[config.mk]
export PLATFORM = sky130hd
export DESIGN_NAME = guineveer_mem_arbiter
export DESIGN_NICKNAME = d
export VERILOG_FILES = /design/src/rtl/guineveer_mem_pkg.sv /design/src/rtl/guineveer_mem_route_fifo.sv /design/src/rtl/guineveer_mem_arbiter.sv
export SDC_FILE = /design/constraint.sdc
export NUM_CORES = 1
export LEC_CHECK = 0
export BUFFER_PORTS_ARGS = -buffer_cell sky130_fd_sc_hd__buf_2
export CAP_MARGIN = 0
export CELL_PAD_IN_SITES_DETAIL_PLACEMENT = 0
export CELL_PAD_IN_SITES_GLOBAL_PLACEMENT = 2
export CORE_AREA = 2 2 175 177
export DETAILED_ROUTE_END_ITERATION = 6
export DIE_AREA = 0 0 177 179
export PLACE_DENSITY_LB_ADDON = 0.1
export SLEW_MARGIN = 20
export SYNTH_ARGS = -nofsm -noshare
export SYNTH_HDL_FRONTEND = slang
export SYNTH_SLANG_ARGS = --single-unit
[constraint.sdc]
create_clock -name clk_i -period 2.3 [get_ports clk_i]
set_input_delay 0.115 -clock clk_i [delete_from_list [all_inputs] [get_ports clk_i]]
set_output_delay 0.115 -clock clk_i [all_outputs]
set_load 0.05 [all_outputs]
[src/rtl/guineveer_mem_pkg.sv]
// == guineveer_mem_pkg : shared request/response types and index helper for the SRAM arbiter (rev 1.0) ==
`default_nettype none

package guineveer_mem_pkg;

  localparam int NUM_REQ_DEF    = 2;
  localparam int ADDR_WIDTH_DEF = 32;
  localparam int DATA_WIDTH_DEF = 64;
  localparam int STRB_WIDTH_DEF = DATA_WIDTH_DEF / 8;

  typedef struct packed {
    logic [ADDR_WIDTH_DEF-1:0] addr;
    logic                      we;
    logic [STRB_WIDTH_DEF-1:0] strb;
    logic [DATA_WIDTH_DEF-1:0] wdata;
  } mem_req_t;

  typedef struct packed {
    logic [DATA_WIDTH_DEF-1:0] rdata;
  } mem_rsp_t;

  // Never returns zero so a single-entry index still has a usable bit.
  function automatic int idx_width(input int n);
    return (n > 1) ? $clog2(n) : 1;
  endfunction

  localparam int IDX_WIDTH = idx_width(NUM_REQ_DEF);
  typedef logic [IDX_WIDTH-1:0] idx_t;

endpackage

`default_nettype wire

[src/rtl/guineveer_mem_route_fifo.sv]
// == guineveer_mem_route_fifo : in-order FIFO of requester indices for response steering (rev 1.0) ==
`default_nettype none

module guineveer_mem_route_fifo
  import guineveer_mem_pkg::*;
#(
  parameter int DEPTH = 2,
  parameter int WIDTH = 1
) (
  input  logic             clk_i,
  input  logic             rst_i,
  input  logic             push_i,
  input  logic [WIDTH-1:0] data_i,
  input  logic             pop_i,
  output logic [WIDTH-1:0] head_o,
  output logic             full_o,
  output logic             empty_o
);

  localparam int PTR_W = idx_width(DEPTH);
  localparam int CNT_W = $clog2(DEPTH + 1);

  logic [WIDTH-1:0] slots [DEPTH];
  logic [PTR_W-1:0] wr_ptr;
  logic [PTR_W-1:0] rd_ptr;
  logic [CNT_W-1:0] count;

  function automatic logic [PTR_W-1:0] ptr_next(input logic [PTR_W-1:0] p);
    return (p == PTR_W'(DEPTH - 1)) ? '0 : p + 1'b1;
  endfunction

  assign head_o  = slots[rd_ptr];
  assign full_o  = (count == CNT_W'(DEPTH));
  assign empty_o = (count == '0);

  always_ff @(posedge clk_i) begin
    if (push_i) begin
      slots[wr_ptr] <= data_i;
    end
  end

  always_ff @(posedge clk_i) begin
    if (rst_i) begin
      wr_ptr <= '0;
      rd_ptr <= '0;
      count  <= '0;
    end else begin
      if (push_i) begin
        wr_ptr <= ptr_next(wr_ptr);
      end
      if (pop_i) begin
        rd_ptr <= ptr_next(rd_ptr);
      end
      // Simultaneous push and pop leaves the occupancy unchanged.
      if (push_i && !pop_i) begin
        count <= count + 1'b1;
      end else if (pop_i && !push_i) begin
        count <= count - 1'b1;
      end
    end
  end

endmodule

`default_nettype wire

[src/rtl/guineveer_mem_arbiter.sv]
// == guineveer_mem_arbiter : round-robin single-port SRAM arbiter with in-order response routing (rev 1.0) ==
`default_nettype none

module guineveer_mem_arbiter
  import guineveer_mem_pkg::*;
#(
  parameter int NUM_REQ         = 2,
  parameter int ADDR_WIDTH      = 32,
  parameter int DATA_WIDTH      = 64,
  parameter int MAX_OUTSTANDING = 2,
  localparam int STRB_WIDTH     = DATA_WIDTH / 8
) (
  input  logic                          clk_i,
  input  logic                          rst_i,
  input  logic [NUM_REQ-1:0]            req_i,
  input  logic [NUM_REQ*ADDR_WIDTH-1:0] addr_i,
  input  logic [NUM_REQ-1:0]            we_i,
  input  logic [NUM_REQ*STRB_WIDTH-1:0] strb_i,
  input  logic [NUM_REQ*DATA_WIDTH-1:0] wdata_i,
  output logic [NUM_REQ-1:0]            gnt_o,
  output logic [NUM_REQ-1:0]            rvalid_o,
  output logic [DATA_WIDTH-1:0]         rdata_o,
  output logic                          mem_req_o,
  input  logic                          mem_gnt_i,
  output logic [ADDR_WIDTH-1:0]         mem_addr_o,
  output logic                          mem_we_o,
  output logic [STRB_WIDTH-1:0]         mem_strb_o,
  output logic [DATA_WIDTH-1:0]         mem_wdata_o,
  input  logic                          mem_rvalid_i,
  input  logic [DATA_WIDTH-1:0]         mem_rdata_i,
  output logic                          err_o
);

  localparam int IDX_W = idx_width(NUM_REQ);

  logic [IDX_W-1:0]   rr_ptr;
  logic [IDX_W-1:0]   winner;
  logic [IDX_W-1:0]   head;
  logic [NUM_REQ-1:0] eligible;
  logic               fifo_full;
  logic               fifo_empty;
  logic               full_eff;
  logic               pop;
  logic               handshake;

  // A response in this cycle frees a slot, so a full FIFO can still accept.
  assign pop       = mem_rvalid_i && !fifo_empty;
  assign full_eff  = fifo_full && !pop;
  assign eligible  = req_i & {NUM_REQ{!full_eff}};
  assign mem_req_o = |eligible;
  assign handshake = mem_req_o && mem_gnt_i;
  assign rdata_o   = mem_rdata_i;

  // Lowest eligible index at/above rr_ptr wins; otherwise lowest below it (wrap).
  always_comb begin : select
    logic [IDX_W-1:0] win_hi;
    logic [IDX_W-1:0] win_lo;
    logic             found_hi;
    win_hi   = '0;
    win_lo   = '0;
    found_hi = 1'b0;
    for (int i = NUM_REQ - 1; i >= 0; i--) begin
      if (eligible[i]) begin
        if (IDX_W'(i) >= rr_ptr) begin
          win_hi   = IDX_W'(i);
          found_hi = 1'b1;
        end else begin
          win_lo = IDX_W'(i);
        end
      end
    end
    winner = found_hi ? win_hi : win_lo;
  end

  always_comb begin
    mem_addr_o  = '0;
    mem_we_o    = 1'b0;
    mem_strb_o  = '0;
    mem_wdata_o = '0;
    for (int i = 0; i < NUM_REQ; i++) begin
      if (winner == IDX_W'(i)) begin
        mem_addr_o  = addr_i[i*ADDR_WIDTH +: ADDR_WIDTH];
        mem_we_o    = we_i[i];
        mem_strb_o  = strb_i[i*STRB_WIDTH +: STRB_WIDTH];
        mem_wdata_o = wdata_i[i*DATA_WIDTH +: DATA_WIDTH];
      end
    end
  end

  for (genvar i = 0; i < NUM_REQ; i++) begin : g_onehot
    assign gnt_o[i]    = handshake && (winner == IDX_W'(i));
    assign rvalid_o[i] = pop && (head == IDX_W'(i));
  end

  always_ff @(posedge clk_i) begin
    if (rst_i) begin
      rr_ptr <= '0;
    end else if (handshake) begin
      rr_ptr <= (winner == IDX_W'(NUM_REQ - 1)) ? '0 : winner + 1'b1;
    end
  end

  always_ff @(posedge clk_i) begin
    if (rst_i) begin
      err_o <= 1'b0;
    end else if (mem_rvalid_i && fifo_empty) begin
      err_o <= 1'b1;
    end
  end

  guineveer_mem_route_fifo #(
    .DEPTH (MAX_OUTSTANDING),
    .WIDTH (IDX_W)
  ) u_route_fifo (
    .clk_i   (clk_i),
    .rst_i   (rst_i),
    .push_i  (handshake),
    .data_i  (winner),
    .pop_i   (pop),
    .head_o  (head),
    .full_o  (fifo_full),
    .empty_o (fifo_empty)
  );

endmodule

`default_nettype wire

==> impl_metrics.json <==
{
  "outcome": "finished, final reports clean",
  "cp.required_ps": 2180,
  "wl_per_cell_um": 13.9,
  "critical_path.startpoint_type": "flip-flop",
  "drv_slew": 0,
  "fin_area_um2": 4110,
  "cts_sinks": 9,
  "vias": 2632,
  "antenna_found_initial": 0,
  "drc": 0,
  "drtAntennaViolNets": 0,
  "clkTransAtPathRegs_ps": 40,
  "cts_buffer_depth": 2,
  "wl_um": 12400,
  "finalNonFillerCells": 893,
  "grt_max_degree": 22,
  "max_freq_mhz": 466,
  "dieHeight_um": 179,
  "grt-ovfl-total": 0,
  "syn_avg_cell_area_um2": 10.2,
  "p_leak_uw": 0.00217,
  "fin_skew_ps": 1.99,
  "max-vdd-ir-drop_v": 0.000225,
  "crit_arrival_ps": 2030,
  "yosysWarnings": 0,
  "p_total_uw": 2570,
  "reg2reg_slack_ps": 590,
  "vias_per_cell": 2.95,
  "post_cts_buffers": 3,
  "p_per_area_nw_per_um2": 625,
  "final_common_cell": "buf_2",
  "fill_cells": 3460,
  "setup_viol": 0,
  "fin_util": 0.137,
  "gp_congestion": 0.728,
  "dr.pass1.iters": 3,
  "fp.coreArea_um2": 30000,
  "grt_use_total": 0.0688,
  "syn_nets": 508,
  "ys_types": 23,
  "grt_pass1_vias": 2648,
  "maxCapViolCount": 0,
  "cts_tree": "built",
  "die_area_um2": 31700,
  "critPathKind": "reg2out",
  "fin_crit_ps": 2150,
  "hold_viol": 0,
  "cts-hold-fix-buffers": 0,
  "slew_headroom": 0.596,
  "critPathLaunch": "u_route_fifo.count[0]",
  "rsz0062_at_grt": "false",
  "end_kind": "primary output",
  "reg2reg_depth": 5,
  "cts_buffers": 3,
  "fin_crit_sh": 0.933,
  "min_path_cells": 3,
  "fp.dieW_um": 177,
  "grt_pass1_wl_um": 16400,
  "ys_ff_latch": 9,
  "hpwl_um": 11400,
  "rows": 64,
  "dp.cells": 886,
  "layout_common_cells": "buf_2, mux2_2, mux2_4",
  "drt_iter0_markers": 25,
  "place_area_um2": 3980,
  "hold_path.class": "in2reg",
  "pin_count": 455,
  "r2r_start": "u_route_fifo.count[1]",
  "cts_root_buffer": "clkbuf_16",
  "antenna_cells": 0,
  "start_util": 0.0773,
  "clk_latency_ps": 230,
  "syn_area_um2": 2320,
  "synthToLayoutAreaGrowth_pct": 77.0,
  "tightestPinTransition_ps": 600,
  "tns_ps": 0,
  "drive_gt1_frac": 0.909,
  "nNetsFinal": 779,
  "ctsResizeCount": 0,
  "syn_inst": 227,
  "htreeDepth": 1,
  "port_buffers": 326,
  "hold_start": "mem_rvalid_i",
  "cp_max_fo": 11,
  "synth_seq_area_share": 0.0863
}
==> Yosys cell counts <==
cell | n | area (um2)
inv_2 | 1 | 3.75
dfxtp_1 | 7 | 140
nand2b_1 | 1 | 6.26
nor3_2 | 1 | 10.0
o21ai_0 | 5 | 25.0
nor2b_1 | 1 | 6.26
nor3b_1 | 1 | 7.51
or3_1 | 3 | 18.8
ha_1 | 1 | 12.5
mux2_2 | 77 | 867
and2_1 | 1 | 6.26
buf_4 | 71 | 533
mux2_4 | 28 | 420
nand3_2 | 1 | 10.0
nor2_1 | 10 | 37.5
edfxtp_1 | 2 | 60.1
buf_12 | 4 | 80.1
mux2i_1 | 1 | 10.0
a21oi_1 | 4 | 20.0
or3b_1 | 1 | 8.76
nand2_1 | 1 | 3.75
xor2_1 | 3 | 26.3
inv_1 | 2 | 7.51
==> final cells by class <==
cell class	instances	area, um2	area share
well taps	396	495	0.121
flip-flops and latches	9	200	0.0487
clock buffers	4	78.8	0.0192
repair buffers	341	1820	0.443
multi-input cells	140	1500	0.366
inverters	3	11.3	0.00274
==> critical path: stages (launching register included) <==
cell	delay, ps
dfxtp_1	350
or3b_1	430
nand3_4	120
buf_12	140
buf_12	150
mux2_2	360
buf_2	220
==> metrics by stage <==
stage	setup slack, ps	hold WS [ps]
finish	155	154
global route	47.0	186
CTS	127	160
detailed placement	218	230
global placement	246	230
floorplan	313	184
==> per-layer routing <==
metal	track usage	up-vias	wire, um
met5	0	-	0
met4	0.0121	0	150
met3	0.0280	12	1390
met2	0.126	201	6460
met1	0.0751	1143	4420
li1	-	1276	-
==> power by group <==
group | switching [uW] | total, uW | internal [uW]
clock | 72.8 | 304 | 231
sequential | 32.6 | 241 | 209
combinational | 1310 | 2020 | 712
==> logic make-up after synthesis <==
family          share of synthesized area
mux                                 0.559
buf+inv                             0.269
simple gates                       0.0496
compound gates                     0.0194
flops                              0.0863
xor+xnor                           0.0113
fa+ha+maj                         0.00539
==> final timing paths <==
kind,to
hold reg to reg,err_o
setup / recovery,mem_we_o
setup reg to reg,u_route_fifo.count[1]
hold / removal,err_o
Power figures use the tool's default switching activity.
